File: src/rtl/ram_arbiter.sv
// ram_arbiter
//   Shares the single-port data RAM between port A (CPU load/store unit) and
//   port B (loader/DMA/debug). A three-state FSM (IDLE -> ACCESS -> ACK) serves
//   one request at a time: the grant is taken in IDLE, the RAM is driven for
//   exactly one ACCESS cycle, and ack_x pulses in ACK. Read data from the
//   combinational RAM output is registered into rdata_x at the end of ACCESS.
//
//   Configuration macro: RAM_ARB_FIXED_PRIO_EN
//     defined   : port A always wins a tie (B may starve)
//     undefined : round-robin tie break on last_grant (default)
//
// Parameters
//   mem_depth  RAM word count; address width AW = $clog2(mem_depth)
//   size       data word width
// Ports
//   clock, reset               system clock (rising), async active-high reset
//   req_x, we_x, addr_x,       port x request, write enable, word address,
//   wdata_x                    write data (x = a, b)
//   ack_x, rdata_x             one-cycle completion pulse, registered read data
//   ram_data, ram_wren,        RAM write data / write enable /
//   ram_wread, ram_address     read enable / address (zero outside ACCESS)
//   ram_salida                 RAM read data (combinational)
//   busy                       high in ACCESS or ACK
//   owner                      0=A, 1=B; requester of the current or last grant
module ram_arbiter #(
  parameter int mem_depth = 1024,
  parameter int size      = 32
) (
  input  logic                         clock,
  input  logic                         reset,
  input  logic                         req_a,
  input  logic                         we_a,
  input  logic [$clog2(mem_depth)-1:0] addr_a,
  input  logic [size-1:0]              wdata_a,
  output logic                         ack_a,
  output logic [size-1:0]              rdata_a,
  input  logic                         req_b,
  input  logic                         we_b,
  input  logic [$clog2(mem_depth)-1:0] addr_b,
  input  logic [size-1:0]              wdata_b,
  output logic                         ack_b,
  output logic [size-1:0]              rdata_b,
  output logic [size-1:0]              ram_data,
  output logic                         ram_wren,
  output logic                         ram_wread,
  output logic [$clog2(mem_depth)-1:0] ram_address,
  input  logic [size-1:0]              ram_salida,
  output logic                         busy,
  output logic                         owner
);

  localparam int AW = $clog2(mem_depth);

  typedef enum logic [1:0] {IDLE, ACCESS, ACK} state_t;

  state_t          state;
  logic            last_grant;
  logic            pick_b;
  logic            sel_we;
  logic [AW-1:0]   sel_addr;
  logic [size-1:0] sel_wdata;

  // Winner selection for the IDLE cycle; A is the default when only A or
  // neither requests.
  always_comb begin
    pick_b = 1'b0;
`ifdef RAM_ARB_FIXED_PRIO_EN
    pick_b = req_b && !req_a;
`else
    pick_b = req_b && (!req_a || !last_grant);
`endif
    sel_we    = pick_b ? we_b    : we_a;
    sel_addr  = pick_b ? addr_b  : addr_a;
    sel_wdata = pick_b ? wdata_b : wdata_a;
  end

  // The registered RAM pins double as the latched request: they are loaded
  // on the grant and cleared when ACCESS ends, so the async reset also drops
  // ram_wren immediately.
  always_ff @(posedge clock or posedge reset) begin
    if (reset) begin
      state       <= IDLE;
      last_grant  <= 1'b1;
      owner       <= 1'b0;
      busy        <= 1'b0;
      ack_a       <= 1'b0;
      ack_b       <= 1'b0;
      rdata_a     <= '0;
      rdata_b     <= '0;
      ram_data    <= '0;
      ram_wren    <= 1'b0;
      ram_wread   <= 1'b0;
      ram_address <= '0;
    end else begin
      case (state)
        IDLE: begin
          if (req_a || req_b) begin
            owner       <= pick_b;
            last_grant  <= pick_b;
            ram_wren    <= sel_we;
            ram_wread   <= !sel_we;
            ram_address <= sel_addr;
            ram_data    <= sel_we ? sel_wdata : '0;
            busy        <= 1'b1;
            state       <= ACCESS;
          end
        end
        ACCESS: begin
          if (ram_wread) begin
            if (owner) rdata_b <= ram_salida;
            else       rdata_a <= ram_salida;
          end
          ram_wren    <= 1'b0;
          ram_wread   <= 1'b0;
          ram_address <= '0;
          ram_data    <= '0;
          ack_a       <= !owner;
          ack_b       <= owner;
          state       <= ACK;
        end
        ACK: begin
          ack_a <= 1'b0;
          ack_b <= 1'b0;
          busy  <= 1'b0;
          state <= IDLE;
        end
        default: state <= IDLE;
      endcase
    end
  end

endmodule

File: config.mk
export PLATFORM = sky130hd
export DESIGN_NAME = ram_arbiter
export DESIGN_NICKNAME = d
export VERILOG_FILES = /design/src/rtl/ram_arbiter.sv
export SDC_FILE = /design/constraint.sdc
export NUM_CORES = 1
export LEC_CHECK = 0
export BUFFER_PORTS_ARGS = -buffer_cell sky130_fd_sc_hd__buf_2
export CORE_ASPECT_RATIO = 2
export CORE_UTILIZATION = 40
export CTS_CLUSTER_DIAMETER = 80
export DETAILED_ROUTE_END_ITERATION = 12
export GPL_TIMING_DRIVEN = 0
export PLACE_DENSITY_LB_ADDON = 0.15
export SETUP_SLACK_MARGIN = 0.5
export SLEW_MARGIN = 20
export SYNTH_ARGS = -nofsm -noshare
export SYNTH_HDL_FRONTEND = slang
export SYNTH_SLANG_ARGS = --single-unit
File: constraint.sdc
create_clock -name clock -period 5.8 [get_ports clock]
set_input_delay 1.45 -clock clock [delete_from_list [all_inputs] [get_ports clock]]
set_output_delay 1.45 -clock clock [all_outputs]
set_load 0.05 [all_outputs]
* Yosys cells after proc, flatten, opt, wreduce, memory -nomap -nowiden
Cells that the tools add are included.
** Cells by class
- Bitwise logic cells :: 1
- Reductions and logical operators :: 16
- Multiplexer cells :: 18
- Eq/ne operators :: 3
** Operators with widths (count)
- two-way mux 32 bit :: 3
- one-hot mux 32 bit (2 select lines) :: 1
- two-way mux 10 bit :: 2
- one-hot mux 10 bit (2 select lines) :: 1
- one-hot mux 1 bit (2 select lines) :: 5
- AND reduction 2 bit :: 3
- AND reduction 3 bit :: 2
- nonzero test 2 bit :: 3
- logical NOT 1 bit :: 4
- two-way mux 1 bit :: 4
- one-hot mux 2 bit (2 select lines) :: 1
- equality test 2 x 1 -> 1 bit, second input constant :: 1
- equality test 2 bit, second input constant :: 1
- logical NOT 2 bit :: 1
- logical OR 1 bit :: 2
- two-way mux 2 bit :: 1
- != test 2 bit, second input constant :: 1
- logical AND 1 bit :: 1
- NOT 1 bit :: 1
** Word-level totals
- Output and inout bits :: 112
- Bits in registers :: 115
- Input bits :: 122

* Logic depth before layout (Yosys ltp)
Gate-level depths: netlist of run 1.
- Depth after elaboration :: 7
- Depth in mapped cells :: 8
- Mapped depth without buffers :: 5

* Worst setup path after synthesis of run 1
Ideal clock, no wire load.
- Path kind :: in2reg
- Start :: input req_a
- End :: register ram_data[10]
- Path buffers :: 3
- Path slack :: 3.280 ns
- Data arrival time :: 2.394 ns
- Stages :: 6
- Data required time :: 5.674 ns
- Setup time :: 0.126 ns
- Cell sequence :: buf_2 > a21boi_2 > and3_4 > buf_6 > buf_6 > a221o_1
** Between the ends
- Cells in the longest elaborated chain, start to end :: 7
- Elaborated cells between the ends (all ways) :: 11
- Those cells by class :: 1 x eq/ne; 5 x mux; 5 x reduce/logical
** RTL lines
- start, declared :: line 31 : input logic req_a,
- logical NOT 1 bit :: line 70 : pick_b = req_b && (!req_a || !last_grant);
- logical OR 1 bit :: line 70
- logical AND 1 bit :: line 70
- two-way mux 32 bit / two-way mux 1 bit (equally long branches) :: line 74, 72
- two-way mux 32 bit :: line 103 : ram_data <= sel_we ? sel_wdata : '0;
- two-way mux 32 bit :: line 97 : if (req_a || req_b) begin
- one-hot mux 32 bit (2 select lines) :: line 95 : case (state)
- end signal, assigned :: line 103
- end, declared :: line 43 : output logic [size-1:0] ram_data,
Several ways; a longest one is shown, not always the timed one. The select of a mux whose other input is x is not followed.
A chain may end at the register's enable or synchronous reset.

* Final worst setup path of run 1
- Start :: register owner
- End :: output owner
** RTL lines
- start, declared :: line 49 : output logic owner
- start signal, assigned :: line 98 : owner <= pick_b;
No word-level cell between the ends.

==> metrics.md, run 1 <==
| Metric | Value |
|---|---|
| Layout cells sized above 1 | `60.7%` |
| Startpoint types | `register` |
| Worst-Skew Late Latency | `around 400 ps` |
| Post-Synth XOR/XNOR Area | `0%` |
| Die height | `156 microns` |
| Initial antenna violation count | `0` |
| Synth Area in Compound Gates | `11.0%` |
| Worst-Margin Slew | `426 ps` |
| Ant diodes | `0` |
| # rows | `56` |
| Number of global-route vias before repair | `4001` |
| First-pass GRT wire length | `19300 microns` |
| Yosys cell types | `28` |
| Hpwl dp | `9340 microns` |
| GR peak layer | `met2` |
| Synth top area cells | `dfrtp_1 60%, mux2_2 16%, a221o_1 9.0%` |
| Crit end category | `primary output` |
| Leakage power figure | `3.59 nW` |
| CP Max Fanout | `6` |
| IO Count | `234` |
| Placed cells | `704` |
| CTS tree | `yes` |
| Pin count of the biggest net entering global routing | `83` |
| Most frequent cells after synthesis | `114 x dfrtp_1, 67 x mux2_2, 43 x a221o_1, 43 x and3_1` |
| Worst-path clk slew | `50 ps` |
| Endpoints failing hold | `0` |
| Fin Hold WS | `497 ps` |
| Count of state elements after synthesis | `115` |
| Max stage delay on crit path | `~440 ps` |
| H-Tree Depth | `4` |
| Worst path arrival time | `1140 ps` |
| Final Power | `4.97 mW` |
| Met2 usage in global routing | `38.4%` |
| Worst path slowest cell | `dfrtp_1` |
| Cell internal pwr | `2.58 mW` |
| Clock share of power | `a little over a fifth` |
| # resized after CTS | `0` |
| Final Max Tran Viols | `0` |
| Top_reg_cell synth | `dfrtp_1` |
| Fin crit share | `44.7%` |
| Sw Share | `48.1%` |
| Synth Area in Adders | `1.05%` |
| I/O Buffers | `232` |
| Synthesized area per cell | `around 15 sq um` |
| Vias/cell | `5.13` |
| Area share of and/or/nand/nor cells after synthesis | `7.72%` |
| Post-CTS Hold Fix Bufs | `0` |
| DR iter-0 viols | `119` |
| Worst vdd ir | `430 uV` |
| Number of synthesized flops with an enable pin | `0` |
| GRT Resource Usage Total | `between 20 and 25%` |
| Register area share after synthesis | `60.4%` |
| Final ANT Viol Nets | `0` |
| Final WL | `12400 microns` |
| Worst path top cell family by delay | `flip-flops` |
| PD cells | `736 nW/um^2` |
| Leading area contributor after synthesis | `dfrtp_1` |
| Total CTS buffers | `17` |
| Post-CTS setup buffer count | `0` |
| RSZ-0062 raised after global routing | `no` |
| Setup violations, final | `0` |
| Worst path bufs/invs | `1` |
| CORE AREA | `between 10000 and 15000 sq um` |
| CP cell instances | `buf_2` |
| Root Buffer Master | `clkbuf_16` |
| Netlist Area Pre-Place | `4760 sq um` |
| Post-synth top area share | `59.9%` |
| Fill count | `around 1000` |
| Outcome | `completed` |
| Max-cap violations | `0` |
| Width of the die | `79.2 microns` |
| Min Clock Period, post-route | `2590 ps` |
| Hold crit path type | `reg -> reg` |
| F_max | `385 MHz` |
| Clock Sinks | `115` |
| Mux cell area share after synthesis | `15.8%` |
| Asr flop ratio synth | `100%` |
| Max clock buf depth | `2` |
| Synth Net Count | `452` |
| Initial core utilization | `41.0%` |
| Total number of vias | `3775` |
| Rel. slew slack | `a little under three quarters` |
| Die area | `12400 sq um` |
| Layout Cells excl Fill | `736` |
| Layout area overhead | `41.8%` |
| GR Overflow Total | `0` |
| Met3 usage | `between 4 and 5%` |
| Reg power frac | `27.4%` |
| Met1 Usage GRT | `21.2%` |
| Final layout net count | `a little over 700` |
| Psw | `2.39 mW` |
| Setup Skew | `between 7 and 8 ps` |
| Largest family of logic cells by synthesized area | `multiplexers` |
| # DRC | `0` |
| Final TNS setup | `0 ps` |
| Ys Warns | `0` |
| DRT Pass-1 Iters | `4` |
| GPL Wtd Cong | `approximately 0.76` |
| Most common cell in the netlist | `dfrtp_1` |
| Combinational power share | `50.8%` |
| Setup CP Type | `reg -> out` |
| Req. time, crit path | `4350 ps` |
| Synth Instances | `326` |
| DR WL/cell | `16.9 microns` |
layout make-up:
class | count | area, sq um | area share [%]
inverter | 5 | 23.8 | 0.352
multi-input combinational | 181 | 1690 | 25.1
clock inverter | 14 | 178 | 2.63
buffer | 25 | 173 | 2.56
timing repair buffer | 233 | 1190 | 17.6
tap | 145 | 181 | 2.69
sequential | 115 | 2880 | 42.6
clock buffer | 18 | 439 | 6.50
power by group through the flow:
stage	clock [mW]	sequential (mW)	combinational, mW
final	1.08	1.36	2.52
after global routing	1.14	1.41	2.64
after floorplan	0	2.63	0.660
after detailed placement	0	1.37	2.55
after CTS	1.10	1.36	2.55
after global placement	0	1.36	2.51
stage by stage:
step / utilization [%] / setup slack [ps] / instance area (sq um)
after floorplan: - / 1310 / 4760
after global placement: 52.5 / 118 / 6110
after detailed placement: 52.8 / 3110 / 6140
after CTS: 58.1 / 3180 / 6760
after global routing: 58.1 / 3160 / 6760
final: 58.1 / 3210 / 6760
layer usage:
layer | share of wire (%) | up-vias
met3 | 5.3 | 27
met5 | 0 | -
met2 | 57 | 153
li1 | - | 1742
met1 | 35 | 1853
met4 | 2.6 | 0
flip-flops by register name, indices dropped and copies added, names as in the netlist:
register	count
ram_wread	1
ram_data	32
ram_address	10
ack_b	1
ram_wren	1
ack_a	1
rdata_a	32
state	2
busy	1
owner	1
rdata_b	32
last_grant	1
logic make-up (layout without fill, tap and decap cells):
logic type / Yosys count / in the layout
adder cells (fa/ha/maj): 4 / 4
AO/OA/AOI/OAI: 54 / 54
buffers and inverters: 30 / 295
multiplexers: 67 / 67
flip-flops: 115 / 115
AND/OR/NAND/NOR: 56 / 56
cells in the final DEF, fill, tap and decap left out, types with 3 or more instances in the layout:
cell type,netlist,layout
a221o_1,43,43
and3_1,43,43
buf_2,9,241
buf_6,9,9
bufinv_16,0,3
clkbuf_1,7,7
clkbuf_16,0,17
clkinv_4,0,4
dfrtp_1,114,114
ha_1,4,4
inv_1,5,4
inv_6,0,5
mux2_2,67,67
nand2_1,3,3
nor2b_1,3,3
final timing paths:
check	slack (ps)	to	depth (start not counted)	start
max	3210	owner	1	owner
min	500	rdata_a[3]	1	rdata_a[3]
max reg2reg	3860	ram_data[11]	6	state[1]
min reg2reg	500	rdata_a[3]	1	rdata_a[3]
max in group asynchronous	4040	last_grant	3	reset
min in group asynchronous	1020	rdata_a[13]	2	reset
(Power assumes the default switching activity.)
==> inputs of run 2 (changes only) <==
==> constraint.sdc (replaced) <==
create_clock -name clock -period 2.7 [get_ports clock]
set_input_delay 0.675 -clock clock [delete_from_list [all_inputs] [get_ports clock]]
set_output_delay 0.675 -clock clock [all_outputs]
set_load 0.05 [all_outputs]
==> run 2 against run 1 <==
- non-clock buffer count increased by 2
- clock skew about the same
- register-to-register slack got worse by 3100 ps
- critical path depth rose by 5
- clock-buffer cell count unchanged
- die area unchanged
- via count hardly changed
- design area grew 0.19%
- total power up 110%
- flip-flop and latch count unchanged
- critical path type is now reg -> reg
- largest power group unchanged
==> metrics.md, run 2 (synthesis results as in run 1) <==
| Metric | Value |
|---|---|
| Pin count of the biggest net entering global routing | `34 (was 83)` |
| Setup violations, final | `0 (unchanged)` |
| Max clock buf depth | `2 (unchanged)` |
| FF-to-FF Start | `state[1] (unchanged)` |
| Final WL | `12500 microns (was 12400 microns)` |
| Post-CTS Hold Fix Bufs | `0 (unchanged)` |
| Hpwl dp | `9450 microns (was 9340 microns)` |
| Max stage delay on crit path | `380 ps (was 440 ps)` |
| Post-CTS setup buffer count | `0 (unchanged)` |
| Outcome | `completed (unchanged)` |
| # resized after CTS | `0 (unchanged)` |
| # DRC | `0 (unchanged)` |
| Max-cap violations | `0 (unchanged)` |
| Worst-Skew Late Latency | `410 ps (about the same)` |
| Setup Skew | `7.61 ps (was 7.14 ps)` |
| Worst path top cell family by delay | `simple AND/OR/NAND/NOR gates (was flip-flops)` |
| GPL Wtd Cong | `0.793 (was 0.764)` |
| Final Max Tran Viols | `0 (unchanged)` |
| Placed cells | `706 (was 704)` |
| CTS tree | `yes (unchanged)` |
| Die area | `12400 sq um (unchanged)` |
| DRT Pass-1 Iters | `4 (unchanged)` |
| Most common cell after layout, fill and taps aside | `buf_2 (unchanged)` |
| DP Worst Slack | `774 ps (was 3110 ps)` |
| IO Count | `234 (unchanged)` |
| Startpoint types | `register (unchanged)` |
| Worst path slowest cell | `dfrtp_1 (unchanged)` |
| Die height | `156 microns (unchanged)` |
| Critical path depth in cells | `6 (was 1)` |
| Layout area overhead | `42.1% (was 41.8%)` |
| Worst-path clk slew | `60 ps (was 50 ps)` |
| Worst-Margin Slew | `467 ps (was 426 ps)` |
| Layout Cells excl Fill | `737 (was 736)` |
| GR Overflow Total | `0 (unchanged)` |
| Initial core utilization | `41.0% (unchanged)` |
| Min Clock Period, post-route | `between 1500 and 2000 ps` |
| CP cell instances | `inv_1 -> ha_1 -> and4b_4 -> clkbuf_1 -> and3_1 -> a221o_1 (was buf_2)` |
| Initial antenna violation count | `0 (unchanged)` |
| Setup CP Type | `reg -> reg (was reg -> out)` |
| F_max | `approximately 520 MHz` |
| CP Max Fanout | `10 (was 6)` |
| GRT Resource Usage Total | `20.7% (was 20.6%)` |
| Final layout net count | `706 (was 704)` |
| Fin worst setup slack | `781 ps (was 3210 ps)` |
| First-pass GRT wire length | `19400 microns (was 19300 microns)` |
| Total CTS buffers | `17 (unchanged)` |
| # rows | `56 (unchanged)` |
| Worst path bufs/invs | `2 (was 1)` |
| Worst Setup SP | `state[1] (was owner)` |
| DR WL/cell | `17.0 microns (was 16.9 microns)` |
| Vias/cell | `5.13 (about the same)` |
| Req. time, crit path | `2990 ps (was 4350 ps)` |
| Final ANT Viol Nets | `0 (unchanged)` |
| DR iter-0 viols | `122 (was 119)` |
| R2R Path End | `ram_data[12] (was ram_data[11])` |
| Fill count | `1001 (was 1040)` |
| Total number of vias | `3778 (was 3775)` |
| Worst path arrival time | `2210 ps (was 1140 ps)` |
| Endpoints failing hold | `0 (unchanged)` |
| Worst R2R Path Depth | `6 (unchanged)` |
| Most frequent cells in the layout | `241 x buf_2, 114 x dfrtp_1, 67 x mux2_2 (unchanged)` |
| PD cells | `1570 nW/um^2 (was 736 nW/um^2)` |
| Fin crit share | `slightly above 70%` |
| CORE AREA | `11600 sq um (unchanged)` |
| Top flop regs | `ram_data: 32 flops, rdata_a: 32 flops, rdata_b: 32 flops (unchanged)` |
| Reg2reg setup slack | `780 ps (was 3860 ps)` |
| Root Buffer Master | `clkbuf_16 (unchanged)` |
| I/O Buffers | `232 (unchanged)` |
| Rel. slew slack | `68.8% (was 71.6%)` |
| Number of global-route vias before repair | `3950 (was 4001)` |
| H-Tree Depth | `4 (unchanged)` |
| Width of the die | `79.2 microns (unchanged)` |
| RSZ-0062 raised after global routing | `no (unchanged)` |
| Setup crit end | `ram_data[12] (was owner)` |
| Hold crit path type | `in -> async (was reg -> reg)` |
| Crit end category | `register (was primary output)` |
| Worst vdd ir | `901 uV (was 430 uV)` |
| Leakage power figure | `3.59 nW (about the same)` |
| Ant diodes | `0 (unchanged)` |
| Layout cells sized above 1 | `60.8% (was 60.7%)` |
| Clock Sinks | `115 (unchanged)` |
-- run 2: worst register-to-register path: cells and delay by family, from the launching register on --
family	cells	cell delay [ps]
adder cells (fa/ha/maj)	1	310
AND/OR/NAND/NOR	2	530
AO/OA/AOI/OAI	1	270
buffers and inverters	2	320
flip-flops	1	380
-- run 2: area by class of cell --
cell class	instances	area, sq um	share of cell area, %
Sequential cell	115	2880	42.5
Multi-Input combinational cell	181	1690	25.0
Timing Repair Buffer	235	1220	18.0
Clock buffer	18	439	6.49
Tap cell	145	181	2.68
Buffer	25	173	2.55
Clock inverter	13	159	2.35
Inverter	5	22.5	0.333
-- run 2: power by group --
| part | switching, mW | internal (mW) |
|---|---|---|
| sequential | 0.407 | 2.53 |
| combinational | 3.88 | 1.53 |
| clock | 0.791 | 1.47 |
-- run 2: how the worst min path moves through the flow --
| stage | from | end |
|---|---|---|
| final | reset | ram_data[10] |
| after global placement | rdata_a[11] | rdata_a[11] |
| after CTS | reset | ram_data[10] |
| after floorplan | state[1] | state[1] |
| after detailed placement | rdata_a[24] | rdata_a[24] |
| after global routing | reset | ram_data[10] |
-- run 2: metrics by stage --
| stage | util (%) | power, mW | cell area (sq um) | hold slack [ps] | TNS (ps) |
|---|---|---|---|---|---|
| floorplan | - | 7.07 | 4770 | 506 | 0 |
| global placement | 52.5 | 8.31 | 6110 | 482 | -5820 |
| detailed placement | 53.1 | 8.43 | 6170 | 489 | 0 |
| CTS | 58.2 | 10.7 | 6770 | 282 | 0 |
| global route | 58.2 | 11.1 | 6770 | 312 | 0 |
| finish | 58.2 | 10.6 | 6770 | 283 | 0 |
-- run 2: per-layer routing --
layer  global-route usage (%)  up-vias  part of all wire, %
met3                     5.36       16                  5.9
met5                        0        -                    0
met2                     39.0      154                   58
li1                         -     1740                    -
met4                     8.74        0                  1.9
met1                     20.9     1868                   34
